`config.mk`:
```
export PLATFORM = sky130hd
export DESIGN_NAME = max_tree_pipe
export DESIGN_NICKNAME = d
export VERILOG_FILES = /design/src/rtl/max_tree_pipe.sv
export SDC_FILE = /design/constraint.sdc
export NUM_CORES = 1
export LEC_CHECK = 0
export CORE_UTILIZATION = 40
export CTS_CLUSTER_SIZE = 16
export DETAILED_ROUTE_END_ITERATION = 10
export GPL_ROUTABILITY_DRIVEN = 0
export PLACE_DENSITY = 0.77
export SLEW_MARGIN = 20
export SYNTH_ARGS = -nofsm -noshare
export SYNTH_HDL_FRONTEND = slang
export SYNTH_SLANG_ARGS = --single-unit
export TNS_END_PERCENT = 100
```
`constraint.sdc`:
```
create_clock -name clock -period 2.6 [get_ports clock]
set_input_delay 0.39 -clock clock [delete_from_list [all_inputs] [get_ports clock]]
set_output_delay 0.39 -clock clock [all_outputs]
set_load 0.01 [all_outputs]
```
`src/rtl/max_tree_pipe.sv`:
```
// max_tree_pipe: pipelined binary-tree signed max/min finder over M channels.
// Each tree level is one register stage, so a sample's result appears
// clog2(M) cycles after it is presented. Missing leaves (M not a power of
// two) are padded with a value that can never win.
// Optional running extremum across samples, enabled by defining the macro
// MAX_TREE_RUNNING_EN; without it the run_* outputs are tied to zero.
module max_tree_pipe #(
    parameter int N = 4,
    parameter int M = 4,
    localparam int L  = $clog2(M),
    localparam int IW = (L < 1) ? 1 : L
) (
    input  logic           clock,
    input  logic           reset_n,
    input  logic           in_valid,
    input  logic [M*N-1:0] in_data,
    input  logic           mode,
    input  logic           clear,
    output logic           out_valid,
    output logic [N-1:0]   out_data,
    output logic [IW-1:0]  out_index,
    output logic           run_valid,
    output logic [N-1:0]   run_data,
    output logic [IW-1:0]  run_index,
    output logic [7:0]     run_count
);

    // Leaf count rounded up to a power of two; the tree is stored heap-style:
    // node i has children 2i and 2i+1, root is node 1, leaves are P..2P-1.
    localparam int P = 1 << L;

    // Value that loses every comparison in the given mode (min for max, max for min).
    function automatic logic signed [N-1:0] neutral(input logic mn);
        return mn ? {1'b0, {(N-1){1'b1}}} : {1'b1, {(N-1){1'b0}}};
    endfunction

    // True when b strictly beats a; ties favour a, which always holds the lower channels.
    function automatic logic better(input logic mn, input logic signed [N-1:0] a,
                                    input logic signed [N-1:0] b);
        return mn ? (b < a) : (b > a);
    endfunction

    // Registered tree nodes, per-depth valid and mode (depth 0 is the root).
    logic signed [N-1:0] node_dat [1:P-1];
    logic [IW-1:0]       node_idx [1:P-1];
    logic                vld      [0:L-1];
    logic                mode_p   [0:L-1];

    // Child-side view of the tree: registered nodes plus the input leaves.
    logic signed [N-1:0] src_dat  [2:2*P-1];
    logic [IW-1:0]       src_idx  [2:2*P-1];
    logic                vld_chain  [1:L];
    logic                mode_chain [1:L];
    logic signed [N-1:0] nxt_dat  [1:P-1];
    logic [IW-1:0]       nxt_idx  [1:P-1];

    // Gather children (input leaves or lower registers) and pick each node's winner.
    always_comb begin
        vld_chain[L]  = in_valid;
        mode_chain[L] = mode;
        for (int d = 1; d < L; d++) begin
            vld_chain[d]  = vld[d];
            mode_chain[d] = mode_p[d];
        end
        for (int i = 2; i < P; i++) begin
            src_dat[i] = node_dat[i];
            src_idx[i] = node_idx[i];
        end
        for (int k = 0; k < M; k++) begin
            src_dat[P+k] = in_data[k*N +: N];
            src_idx[P+k] = IW'(k);
        end
        for (int k = M; k < P; k++) begin
            src_dat[P+k] = neutral(mode);
            src_idx[P+k] = IW'(k);
        end
        for (int d = 0; d < L; d++) begin
            for (int j = 0; j < (1 << d); j++) begin
                if (better(mode_chain[d+1], src_dat[2*((1 << d) + j)],
                           src_dat[2*((1 << d) + j) + 1])) begin
                    nxt_dat[(1 << d) + j] = src_dat[2*((1 << d) + j) + 1];
                    nxt_idx[(1 << d) + j] = src_idx[2*((1 << d) + j) + 1];
                end else begin
                    nxt_dat[(1 << d) + j] = src_dat[2*((1 << d) + j)];
                    nxt_idx[(1 << d) + j] = src_idx[2*((1 << d) + j)];
                end
            end
        end
    end

    // Tree pipeline: valid always shifts, data and mode hold unless a sample arrives.
    always_ff @(posedge clock or negedge reset_n) begin
        if (!reset_n) begin
            for (int d = 0; d < L; d++) begin
                vld[d]    <= 1'b0;
                mode_p[d] <= 1'b0;
            end
            for (int i = 1; i < P; i++) begin
                node_dat[i] <= '0;
                node_idx[i] <= '0;
            end
        end else begin
            for (int d = 0; d < L; d++) begin
                vld[d] <= vld_chain[d+1];
                if (vld_chain[d+1]) begin
                    mode_p[d] <= mode_chain[d+1];
                    for (int j = 0; j < (1 << d); j++) begin
                        node_dat[(1 << d) + j] <= nxt_dat[(1 << d) + j];
                        node_idx[(1 << d) + j] <= nxt_idx[(1 << d) + j];
                    end
                end
            end
        end
    end

    assign out_valid = vld[0];
    assign out_data  = node_dat[1];
    assign out_index = node_idx[1];

`ifdef MAX_TREE_RUNNING_EN
    // Running extremum: first result after reset/clear loads, later ones compete.
    always_ff @(posedge clock or negedge reset_n) begin
        if (!reset_n) begin
            run_valid <= 1'b0;
            run_data  <= '0;
            run_index <= '0;
            run_count <= 8'd0;
        end else if (out_valid) begin
            run_valid <= 1'b1;
            if (clear || !run_valid) begin
                run_data  <= out_data;
                run_index <= out_index;
                run_count <= 8'd1;
            end else begin
                if (better(mode_p[0], $signed(run_data), $signed(out_data))) begin
                    run_data  <= out_data;
                    run_index <= out_index;
                end
                if (run_count != 8'hFF) begin
                    run_count <= run_count + 8'd1;
                end
            end
        end else if (clear) begin
            run_valid <= 1'b0;
            run_count <= 8'd0;
        end
    end
`else
    logic unused_inputs;
    assign unused_inputs = clear ^ mode_p[0];
    assign run_valid = 1'b0;
    assign run_data  = '0;
    assign run_index = '0;
    assign run_count = 8'd0;
`endif

endmodule
```
; Yosys cells after proc, flatten, opt, wreduce, memory -nomap -nowiden
; Cells that the tools add are included.
[totals]
regBits = 21
output_inout_bits = 22
elab_cells = 24
[classes]
order_cmp = 6
muxes = 9
[op_table]
columns = cell, count
row1 = > comparator 4 bit, 3
row2 = less-than comparator 4 bit, 3
row3 = two-way mux 4 bit, 3
row4 = two-way mux 1 bit, 5
row5 = two-way mux 2 bit, 1

; Depth between registers and ports, before layout
; Gate-level depths: netlist of the first run.
[depth]
word_depth = 3
mapped_depth = 7
depth_no_buf = 7

; Least setup slack after synthesis of the first run
; No wires, ideal clock.
[synth_timing]
path_type = reg2reg
start = register node_dat[3] (netlist bit)
end = register node_dat (netlist bit out_data[0])
setup_ps = 141
arrival_time_ps = 1749
t_required_ps = 2459
slack_ps = 709
stages_incl_launch_ff = 7
path_buffers = 0
path_cell_list = dfrtp_1 -> ha_1 -> and4_4 -> or4_4 -> o311a_2 -> nand3_1 -> a31oi_1
[synth_between]
elab_chain_cells = 3
elab_cells_between_ends = 4
classes_between = order compare (2) / mux (2)
[synth_lines]
columns = item, line
row1 = "start, declared", 44  ; logic signed [N-1:0] node_dat [1:P-1];
row2 = "start signal, assigned by index", 108  ; node_dat[(1 << d) + j] <= nxt_dat[(1 << d) + j];
row3 = > comparator 4 bit or less-than comparator 4 bit (tied branches), 40  ; return mn ? (b < a) : (b > a);
row4 = two-way mux 1 bit (*), 40
row5 = two-way mux 4 bit (*), 79  ; if (better(mode_chain[d+1], src_dat[2*((1 << d) + j)],
; Every way passes the cells marked *; elsewhere a longest branch is shown, timed or not.
; A chain may end at the register's enable or synchronous reset.

; Worst setup path in the final report of the first run
[layout_timing]
start = input port in_data[1]
end = register node_dat[7] (netlist bit)
[layout_between]
elab_chain_cells = 3
elab_cells_between_ends = 4
classes_between = order compare (2) / mux (2)
[layout_lines]
columns = item, line
row1 = "start, declared", 16  ; input logic [M*N-1:0] in_data,
row2 = > comparator 4 bit or less-than comparator 4 bit (tied branches), 40
row3 = two-way mux 1 bit (*), 40
row4 = two-way mux 4 bit (*), 79
; Marks and branches as above.

==> results, run 1 <==
- The run finished with clean final reports.
- The total clock sinks is 20.
- The sequential-to-total area share from yosys stat is about a third.
- The row count is 21.
- Summed over all nets, the half-perimeter wirelength after detailed placement is around 2200 um.
- By area the synthesized netlist is led by sky130_fd_sc_hd__dfrtp_1, sky130_fd_sc_hd__buf_4, sky130_fd_sc_hd__ha_1, sky130_fd_sc_hd__nor2_1, sky130_fd_sc_hd__a31oi_1.
- The number of hold buffers added after CTS was 0.
- The number of max-slew violations in the final report is 0.
- The peak per-stage delay on the critical path is about 490 ps.
- The worst hold-check path type is flop to flop.
- The die is between 60 and 70 um wide.
- The total of flip-flops plus latches after synthesis is 20.
- The number of failing setup endpoints in the final timing report is 0.
- 43 I/O pins were placed.
- The relative slew slack is between 40% and 50%.
- VDD sags by at most 200.8 uV.
- Clock-pin slew was measured on the worst setup and hold paths at approximately 70 ps.
- The fraction of layout cells with a size suffix above 1 is around a tenth.
- The synthesized design contains 0 enable-type register cells.
- The launching element type of the critical path is a primary input.
- Walking the worst path, the cells encountered are clkdlybuf4s50_1 > inv_1 > ha_1 > nor2b_1 > o211ai_1 > mux2_2 > o21ai_0 > a31oi_1.
- The H-tree depth reported by CTS is 1.
- The die area is ~4000 sq um.
- The via count of the first global-routing pass was 1,085.
- Dividing total power by cell area gives a power density of 611.9 nW/um^2.
- The clock passes through at most 2 buffers.
- The cell count after synthesis came out at between 150 and 200.
- The post-synthesis to final-layout area growth is 17.42%.
- Clock latency on the worst-skew pair, taken at its later pin, is 260 ps.
- A synthesized cell averages 9.019 sq um.
- In the final timing run, aggregate negative setup slack is 0 ps.
- The detail route stage leaves a number of antenna-violating nets equal to 0.
- The count of buffers added by post-CTS timing repair for setup is 0.
- The overall routed net length is between 2000 and 3000 um.
- Setup repair after global routing left no endpoint under its margin.
- The pre-CTS worst setup slack is ~92 ps.
- The area share of the largest cell type after synthesis is 33.03%.
- In the synthesized netlist the async set-or-reset flop fraction comes to 100.0%.
- The initial antenna violation count is 0.
- The signal arrival time at the worst endpoint is 2350 ps.
- The total routing resource utilization after global routing is around 15%.
- In the routed design, unresolved DRC markers number 0.
- Using the TritonRoute via totals, the vias-per-cell ratio works out to 4.983.
- The most frequently used cell type in the post-synthesis netlist is sky130_fd_sc_hd__buf_4.
- In the synthesized netlist the dominant register cell turns out to be sky130_fd_sc_hd__dfrtp_1.
- The total of max-cap violations is 0.
- The number of buffers inserted by port buffering is 26.
- Counting the fill cells in the layout gives around 340.
- The synthesized area is around 1500 sq um.
- The warning count from the yosys run is 0.
- The number of vias in the routed layout is ~1,200.
- Gates resized during post-CTS repair numbered 0.
- The post-route clock period utilization is slightly below 90%.
- The TritonCTS clock tree is yes.
- In this run the static leakage power is just over 0.0008 uW.
- Counting the buffers created by CTS gives 3.
- The count of endpoints failing hold in the final timing report is 0.
- By count the netlist is led by sky130_fd_sc_hd__buf_4, sky130_fd_sc_hd__dfrtp_1, sky130_fd_sc_hd__nor2_1.
- The routed design could run at a clock period as short as ~2200 ps.
- Summed over all layers, the global routing overflow is 0.
- The root buffer cell chosen for the clock tree is sky130_fd_sc_hd__clkbuf_8.
- The final worst clock skew is ~0.7 ps.
- Derived from the worst setup path, the maximum achievable clock frequency is roughly 0.44 GHz.
- The largest driver fanout on the critical path is 4.
- The detailed router finished its first iteration with 32 violations.
- The number of antenna diodes in the final layout is 0.
- The first global-routing pass estimated 4781 um of wire.
- The slowest cell on the critical path is sky130_fd_sc_hd__clkdlybuf4s50_1.
- The worst setup path is captured at a flop.
- Entering global routing, the biggest net connects 23 pins.
- Yosys mapped the design onto 31 distinct sky130hd cell types.
- The height of the chip is approximately 64 um.
- After detailed routing, the average wire length per cell comes to 11.61 um.
- At the worst endpoint, the required time is approximately 2700 ps.
- The region available for standard cell placement spans 3468 sq um.
- At the pin with the least slew margin, the transition time is 852.9 ps.
- The cell taking the most area after synthesis is sky130_fd_sc_hd__dfrtp_1.
- Across all hold checks on the routed design, the worst slack comes to between 400 and 500 ps.
- The critical path is of the primary input to flop type.
- The worst setup slack after layout is about 350 ps.
- The initial core utilization is between 40 and 50%.
- For this run, the detailed router's first-pass iteration total came to 4.
- After the last flow step, the layout net total stands at approximately 220.
## registers in the layout, indices dropped and copies added, names as in the netlist
| signal | cells |
|---|---|
| mode_chain | 1 |
| node_dat | 8 |
| node_idx | 3 |
| out_data | 4 |
| out_index | 2 |
| out_valid | 1 |
| vld | 1 |
## stage by stage
step / area (sq um) / total power [uW] / utilization, % / cells
floorplan: 1568 / 762.0 / - / 182
global placement: 1724 / 849.7 / 49.71 / 231
detailed placement: 1724 / 863.2 / 49.71 / 231
CTS: 1779 / 1102 / 51.30 / 235
global route: 1779 / 1166 / 51.30 / 235
finish: 1779 / 1089 / 51.30 / 235
## final cells by class
type / count / area, sq um / share of cell area [%]
Timing Repair Buffer: 27 / 267.8 / 15.05
Sequential cell: 20 / 500.5 / 28.13
Tap cell: 46 / 57.56 / 3.235
Clock buffer: 4 / 55.05 / 3.094
Multi-Input combinational cell: 122 / 838.3 / 47.12
Inverter: 16 / 60.06 / 3.376
## worst max-delay path: cells and delay by family
family                     cells  cell delay (ps)
AOI/OAI and AO/OA              3              580
muxes                          1              410
buffers and inverters          2              540
and+or+nand+nor                1              130
adders and majority gates      1              300
## cells by family (layout without fill, tap and decap cells)
family / after synthesis / count (layout) / synth area share (%)
adder cells (fa/ha/maj): 12 / 12 / 9.909
AO/OA/AOI/OAI: 42 / 42 / 20.06
other: 1 / 15 / 0.2475
flip-flops: 20 / 20 / 33.03
AND/OR/NAND/NOR: 47 / 47 / 17.34
buffers and inverters: 40 / 47 / 15.11
multiplexers: 6 / 6 / 4.294
## layer usage
metal / wire length, um / track usage [%]
met1: 1329 / 18.57
met2: 1264 / 24.73
met3: 83 / 1.630
met4: 51 / 6.818
met5: 0 / 0
## worst paths after layout
kind	end	depth (start not counted)	slack, ps	start
worst min-delay path	node_idx[1]	1	490	node_idx[1]
min in group asynchronous	out_data[2]	1	620	reset_n
max in group asynchronous	node_dat[1]	1	1460	reset_n
worst max register to register	out_data[2]	6	580	node_dat[3]
worst max-delay path	node_dat[7]	8	350	in_data[1]
worst min register to register	node_idx[1]	1	490	node_idx[1]
## report_power, final
| part | switching, uW | internal (uW) | leakage, uW |
|---|---|---|---|
| Sequential | 45.0 | 373 | 0.000226 |
| Combinational | 210 | 227 | 0.000551 |
| Clock | 98.9 | 135 | 0.0000288 |
## cells in the final DEF (no fill, tap or decap)
cell / Yosys / layout
sky130_fd_sc_hd__nor2_1: 18 / 18
sky130_fd_sc_hd__or4_4: 2 / 2
sky130_fd_sc_hd__o211ai_1: 3 / 3
sky130_fd_sc_hd__and4_4: 2 / 2
sky130_fd_sc_hd__o31a_1: 4 / 4
sky130_fd_sc_hd__a21oi_1: 5 / 5
sky130_fd_sc_hd__nor2b_2: 1 / 1
sky130_fd_sc_hd__a31oi_1: 10 / 10
sky130_fd_sc_hd__mux2i_1: 2 / 2
sky130_fd_sc_hd__o311ai_4: 1 / 1
sky130_fd_sc_hd__a311oi_2: 1 / 1
sky130_fd_sc_hd__o221a_2: 1 / 1
sky130_fd_sc_hd__clkdlybuf4s50_1: 0 / 26
sky130_fd_sc_hd__o21ai_1: 9 / 9
sky130_fd_sc_hd__clkbuf_8: 0 / 4
sky130_fd_sc_hd__nand2b_1: 1 / 1
sky130_fd_sc_hd__nand2_1: 2 / 2
sky130_fd_sc_hd__inv_1: 16 / 16
sky130_fd_sc_hd__o221ai_2: 1 / 1
sky130_fd_sc_hd__nor2b_1: 3 / 3
sky130_fd_sc_hd__nand3_1: 11 / 11
sky130_fd_sc_hd__buf_4: 21 / 1
sky130_fd_sc_hd__mux2_2: 4 / 4
sky130_fd_sc_hd__dfrtp_1: 20 / 20
sky130_fd_sc_hd__conb_1: 1 / 15
sky130_fd_sc_hd__o21ai_0: 5 / 5
sky130_fd_sc_hd__nand3b_1: 4 / 4
sky130_fd_sc_hd__o211a_1: 1 / 1
sky130_fd_sc_hd__ha_1: 12 / 12
sky130_fd_sc_hd__and3b_1: 2 / 2
sky130_fd_sc_hd__or2_2: 1 / 1
sky130_fd_sc_hd__o311a_2: 1 / 1
Power figures use the tool's default switching activity.
==> run 2: changes to the inputs <==
ABC_AREA = 1   (was unset)
SETUP_SLACK_MARGIN = 0.1   (was unset)
==> results, run 2 <==
- The later-pin clock latency in the skew report was 250 ps (about the same).
- By startpoint and endpoint, the worst setup path is classified as primary input to flop.
- The I/O pin total is 43 (unchanged).
- The final worst clock skew is 2.167 ps (+1.458 ps).
- The signal arrival time at the worst endpoint is 1940 ps (-410 ps).
- The number of filler instances in the final layout came to 376 (+9.6%).
- The warning count from the yosys run is 0 (unchanged).
- The initial core utilization is 41.96% (-1.7 points).
- The total routing resource utilization after global routing is 14.06% (-0.62 points).
- The pin count of the biggest net entering global routing came to 21 (-8.7%).
- The placeable core region is 3689 sq um (+6.3%).
- The met1 demand-to-capacity share in global routing is 17.62% (-0.95 points).
- The DRC violation count after routing is 0 (unchanged).
- The initial antenna violation count is 0 (unchanged).
- The maximum vdd drop is 197.6 uV (-1.6%).
- The number of violations reported at the end of detailed-routing iteration 0 is 51 (+59%).
- The layer flagged by global routing as most heavily used is met2.
- The register name with the most flops is node_dat.
- The row count is 22 (+4.8%).
- The number of instances resized during post-cts repair is 0 (unchanged).
- The count of endpoints failing hold in the final timing report was 0 (unchanged).
- The count of nets after finishing is 257 (+15%).
- The number of buffers inserted by port buffering is 26 (unchanged).
- The area share of the largest cell type after synthesis is 32.34% (-0.69 points).
- The via count of the first global-routing pass is 1,142 (+5.3%).
- The endpoint type of the worst setup path is a flop.
- The largest driver fanout on the critical path was 5 (+1).
- The number of failing setup endpoints in the final timing report is 0 (unchanged).
- The overall routed net length was 2509 um (-8.0%).
- The number of synthesized flops with an enable pin is 0 (unchanged).
- The met2 capacity usage during global routing was 24.73% (unchanged).
- The relative slew slack was 41.84% (-1.1 points).
- By count the netlist is led by sky130_fd_sc_hd__nand2_1, sky130_fd_sc_hd__inv_1, sky130_fd_sc_hd__nand3_1.
- The number of buffers on the longest clock path is 2 (unchanged).
- The flow ran to the end, and the final reports show no timing, DRC or antenna violations.
- The via-per-instance ratio is 4.458 (-11%).
- The total of flip-flops plus latches after synthesis came to 20 (unchanged).
- The met3 routing resource usage after global routing is 1.607% (-0.023 points).
- The synthesized area per cell is 7.700 sq um (-15%).
- The number of max-slew violations in the final report is 0 (unchanged).
- The final core utilization is 49.08% (-2.2 points).
- The most used flip-flop cell after synthesis is sky130_fd_sc_hd__dfrtp_1.
- The setup TNS came to 0 ps (unchanged).
- The number of instances in the synthesized netlist came to 201 (+20%).
- The antenna cell count came to 0 (unchanged).
- Summed over all instances, the cell type with the most area after synthesis is sky130_fd_sc_hd__dfrtp_1.
- The height of the chip is 64.21 um (+1.0%).
- The number of flip-flops under the largest register name is 8 (unchanged).
- The number of library cell types mapped by synthesis is 27 (-13%).
- TritonCTS built the clock tree.
- Compared with the post-synthesis result, the final layout area differs by 16.98%.
- The leakage power is 0.0009889 uW (+23%).
- The most frequently used cell type in the post-synthesis netlist is sky130_fd_sc_hd__nand2_1.
- The width of the die is 64.21 um (+1.0%).
- The time the final worst path needs with I/O delays and setup is 1794 ps (-453.7 ps).
- The routed wire length per instance is 9.258 um (-20%).
- The overall overflow remaining after global route is 0 (unchanged).
- The number of detailed-route iterations in the first pass came to 4 (unchanged).
- The total clock sinks is 20 (unchanged).
- The total half-perimeter wirelength after legalization and detailed placement is 2036 um (-7.8%).
- The slew at the pin closest to its max-slew limit was 869.6 ps (+16.70 ps).
- The power density of the placed cells is 609.3 nW/um^2 (-0.43%).
- The die area is 4122 sq um (+2.1%).
- The H-tree depth reported by CTS is 1 (unchanged).
- The synthesized area was 1548 sq um (+2.1%).
- The first-pass GRT wire length was 4705 um (-1.6%).
- The post-synthesis async set-or-reset flop share is 100.0% (unchanged).
- The hold buffer count at cts is 0 (unchanged).
- The sequential-to-total area share from yosys stat is 32.34% (-0.69 points).
- The clock-pin slew reported for the worst setup and hold paths after clock tree synthesis came to 70 ps (about the same).
- Yosys attributes the largest share of cell area to sky130_fd_sc_hd__dfrtp_1, sky130_fd_sc_hd__nand2_1, sky130_fd_sc_hd__buf_4, sky130_fd_sc_hd__ha_1, sky130_fd_sc_hd__nand3_1.
- The post-route clock period utilization is 68.99% (-17 points).
- The worst hold-check path type is flop to flop.
- The antenna violation net count after detailed routing is 0 (unchanged).
- The cell sitting at the root of the clock tree is a sky130_fd_sc_hd__clkbuf_8.
- STA classifies the critical path startpoint as a primary input.
- Setup repair after global routing left no endpoint under its margin.
- In the layout the commonest cells are sky130_fd_sc_hd__nand2_1, sky130_fd_sc_hd__inv_1, sky130_fd_sc_hd__nand3_1.
- The number of vias in the routed layout is 1,208 (+3.2%).
- The count of buffers added by post-CTS timing repair for setup is 0 (unchanged).
- The highest clock rate is 0.5575 GHz (+25%).
- The fraction of layout cells with a size suffix above 1 is 12.11% (+1.5 points).
- The required time of the critical path is 2750 ps (+50 ps).
- Leaving out fill and tap cells, the most frequent cell in the layout is sky130_fd_sc_hd__nand2_1.
- The number of buffers created by CTS is 3 (unchanged).
- The total of max-cap violations is 0 (unchanged).
## run 2: area by class of cell
type	instances	area, sq um	area share [%]
clock buffer	4	55.05	3.041
inverter	36	135.1	7.464
multi-input combinational	136	792.0	43.75
sequential	20	500.5	27.64
tap	48	60.06	3.317
timing repair buffer	27	267.8	14.79
## run 2: critical path, stage by stage
cell and delay, ps:
sky130_fd_sc_hd__clkdlybuf4s50_1 450, sky130_fd_sc_hd__inv_1 50, sky130_fd_sc_hd__ha_1 320, sky130_fd_sc_hd__nand2_1 80, sky130_fd_sc_hd__inv_2 40, sky130_fd_sc_hd__a31oi_1 230, sky130_fd_sc_hd__nand2_4 120, sky130_fd_sc_hd__nand2_4 100
sky130_fd_sc_hd__nand2_1 60, sky130_fd_sc_hd__nand3_1 60, sky130_fd_sc_hd__nand2_1 50
## run 2: kinds of logic (layout without fill, tap and decap cells)
group           count (synthesis)  after routing  synth area share, %
flops                          20             20                32.34
buf+inv                        59             67                19.89
other cells                     1             15               0.2423
fa+ha+maj                      12             12                9.701
simple gates                  100            100                33.06
compound gates                  9              9                4.770
## run 2: routing by layer
metal  up-vias  share of wire [%]
li1        637                  -
met1       540                 47
met2        27                 48
met3         4                3.1
met4         0                1.3
met5         -                  0
## run 2: worst paths after layout
path | start | endpoint | slack [ps] | cells after the start
worst min register to register | node_idx[1] | node_idx[1] | 480 | 1
worst max register to register | node_dat[3] | out_data[1] | 1030 | 9
max in group asynchronous | reset_n | node_idx[0] | 1440 | 1
worst max-delay path | in_data[3] | node_dat[6] | 810 | 11
worst min-delay path | node_idx[1] | node_idx[1] | 480 | 1
min in group asynchronous | reset_n | out_data[2] | 630 | 1
## run 2: power by group
part	switching (uW)	internal, uW
logic	254	208
registers	39.1	372
clock network	95.4	135
## run 2: stage by stage
step	std cells	area (sq um)	power, uW	hold WS (ps)	setup WS [ps]
4_1_cts	271	1810	1114	482.4	804.0
3_5_place_dp	267	1755	879.4	464.5	523.7
6_report	271	1810	1103	479.5	806.2
2_1_floorplan	215	1600	784.6	94.41	1120
3_3_place_gp	267	1755	865.3	457.9	581.1
5_1_grt	271	1810	1194	494.6	681.7
==> run 3: changes to the inputs <==
clock period = 1.8 ns   (was 2.6 ns; I/O delays follow)
==> results, run 3 (synthesis results as in run 2) <==
- The worst register-to-register path ends at out_data[0].
- The width of the die is 64.21 um (unchanged).
- The row count is 22 (unchanged).
- The clock power share is 20.7% (about the same).
- The initial antenna violation count was 0 (unchanged).
- The number of violations reported at the end of detailed-routing iteration 0 is 56 (+9.8%).
- The highest clock rate is 0.6152 GHz.
- The setup TNS is 0 ps (unchanged).
- The signal arrival time at the worst endpoint came to 1780 ps (-160 ps).
- The reg-to-reg critical path startpoint is node_dat[3].
- The routed wire length per instance was 9.950 um (+7.5%).
- For this design, the slowest cell found on the critical path is sky130_fd_sc_hd__clkdlybuf4s50_1.
- The via count of the first global-routing pass was 1,122 (-1.8%).
- The register name with the most flops is node_dat.
- The net switching power of the design was 586.3 uW (+51%).
- The required time of the critical path is 1950 ps (-800 ps).
- The reg-to-reg setup timing slack is 250 ps (-780 ps).
- The number of buffers on the longest clock path is 2 (unchanged).
- The clock-pin slew reported for the worst setup and hold paths after clock tree synthesis came to 70 ps (about the same).
- The total half-perimeter wirelength after legalization and detailed placement is 2141 um (+5.2%).
- The via-per-instance ratio was 4.453 (about the same).
- The pre-CTS worst setup slack is -156.0 ps (-679.7 ps).
- The critical path buffer and inverter count is 3 (unchanged).
- The count of nets after finishing was 264 (+2.7%).
- The logic depth of the worst register-to-register path is 9 (unchanged).
- The net switching fraction of the power is 35.66% (+0.44 points).
- The hold buffer count at cts came to 0 (unchanged).
- The fraction of power consumed by sequential logic is 36.1% (-1.2 points).
- The number of max-slew violations in the final report came to 0 (unchanged).
- Setup repair after global routing left no endpoint under its margin.
- The DRC violation count after routing is 0 (unchanged).
- By startpoint and endpoint, the worst setup path is classified as primary input to flop.
- The placeable core region is 3689 sq um (unchanged).
- The number of vias in the routed layout is 1,238 (+2.5%).
- The fraction of layout cells with a size suffix above 1 came to 18.70% (+6.6 points).
- The total internal power came to 1058 uW (+48%).
- The antenna violation net count after detailed routing is 0 (unchanged).
- In the layout the commonest cells are sky130_fd_sc_hd__nand2_1, sky130_fd_sc_hd__inv_1, sky130_fd_sc_hd__nand3_1.
- The first-pass GRT wire length is 4643 um (-1.3%).
- The number of standard cells in the final layout excluding fillers is 278 (+2.6%).
- The clock tree root driver cell is sky130_fd_sc_hd__clkbuf_8.
- The time the final worst path needs with I/O delays and setup is roughly 1600 ps.
- The overall routed net length is 2766 um (+10%).
- The maximum vdd drop is 274.9 uV (+39%).
- The I/O pin total is 43 (unchanged).
- The post-route clock period utilization is ~90%.
- The total routing resource utilization after global routing is 14.20% (+0.14 points).
- The final worst clock skew is 2.060 ps (-0.1069 ps).
- The later-pin clock latency in the skew report is 260 ps (about the same).
- The largest driver fanout on the critical path is 5 (unchanged).
- The pin count of the biggest net entering global routing is 21 (unchanged).
- The number of detailed-route iterations in the first pass is 4 (unchanged).
- The worst hold-check path type is primary input to async pin.
- The H-tree depth reported by CTS was 1 (unchanged).
- The launching element type of the critical path is a primary input.
- The TritonCTS clock tree is yes.
- STA classifies the critical path endpoint as a flop.
- The initial core utilization is 41.96% (unchanged).
- The leakage power came to 0.001057 uW (+6.9%).
- The number of buffers inserted by port buffering came to 26 (unchanged).
- The die area is 4122 sq um (unchanged).
- In this run the worst setup path begins at in_data[3].
- The count of endpoints failing hold in the final timing report came to 0 (unchanged).
- Traced cell by cell, the critical path runs through clkdlybuf4s50_1 > inv_1 > ha_1 > nand2_1 > inv_2 > o21ai_2 > nand2_2 > nand2_4 > nand2_4 > nand2_1 > nand3_1 > nand2_1.
- From synthesis to final layout, the design area changed by 25.95%.
- The height of the chip is 64.21 um (unchanged).
- The number of flip-flops under the largest register name was 8 (unchanged).
- Among cell families on the critical path, the largest total delay comes from buffers and inverters.
- The power density of the placed cells is 843.4 nW/um^2 (+38%).
- The antenna cell count came to 0 (unchanged).
- The proportion of power drawn by combinational gates came to 43.2% (+1.3 points).
- The flow ran to the end, and the final reports show no timing, DRC or antenna violations.
- The peak per-stage delay on the critical path is 450 ps (about the same).
- The total clock sinks is 20 (unchanged).
- Among the stages of the critical path, the cell type that occurs most often is sky130_fd_sc_hd__nand2_1.
- The number of buffers created by CTS was 3 (unchanged).
- The number of instances in the placed design is 273 (+2.2%).
- The number of failing setup endpoints in the final timing report was 0 (unchanged).
- The library cell used most frequently in the layout, excluding fill and tap cells, is sky130_fd_sc_hd__nand2_1.
- The worst setup slack after layout was 174.6 ps (-631.6 ps).
- The overall overflow remaining after global route came to 0 (unchanged).
- The total of max-cap violations was 0 (unchanged).
-- run 3: stage by stage --
stage	hold WS (ps)	utilization [%]	cell area (sq um)	total power [uW]
finish	335.7	52.85	1949	1644
global placement	463.9	48.81	1800	1258
floorplan	-25.59	-	1600	1133
global route	355.5	52.85	1949	1777
CTS	340.5	50.31	1856	1628
detailed placement	466.4	48.81	1800	1280
-- run 3: layer usage --
metal  routed length [um]  global-route usage (%)  part of all wire (%)  up-vias
met5                    0                       0                     0        -
met4                   55                   6.389                   2.0        0
met3                   70                   2.679                   2.5        7
met2                 1430                   25.27                    52       24
met1                 1210                   16.37                    44      562
li1                     -                       -                     -      645
-- run 3: power groups by stage --
stage | Sequential, uW | Clock, uW | Combinational [uW]
after floorplan | 587 | 0 | 547
after global placement | 598 | 0 | 660
after CTS | 594 | 351 | 683
final | 593 | 340 | 711
after global routing | 602 | 378 | 797
after detailed placement | 602 | 0 | 678
-- run 3: worst max-delay path by stage --
stage	to	slack (ps)	cells after the start
finish	node_dat[6]	170	12
CTS	node_dat[6]	130	11
global route	node_dat[6]	100	12
floorplan	out_data[0]	380	9
detailed placement	node_dat[7]	-160	11
global placement	node_dat[7]	-90	11
-- run 3: layout make-up --
cell class	count	area (sq um)
clock buffers	4	55.05
fillers	366	1739
inverters	36	135.1
multi-input cells	136	867.1
flip-flops and latches	20	500.5
well taps	48	60.06
repair buffers	34	331.6
-- run 3: repair_timing --
item	CTS	global route
buffers inserted	0	1
setup endpoints to repair	0	9
resized for setup	0	17
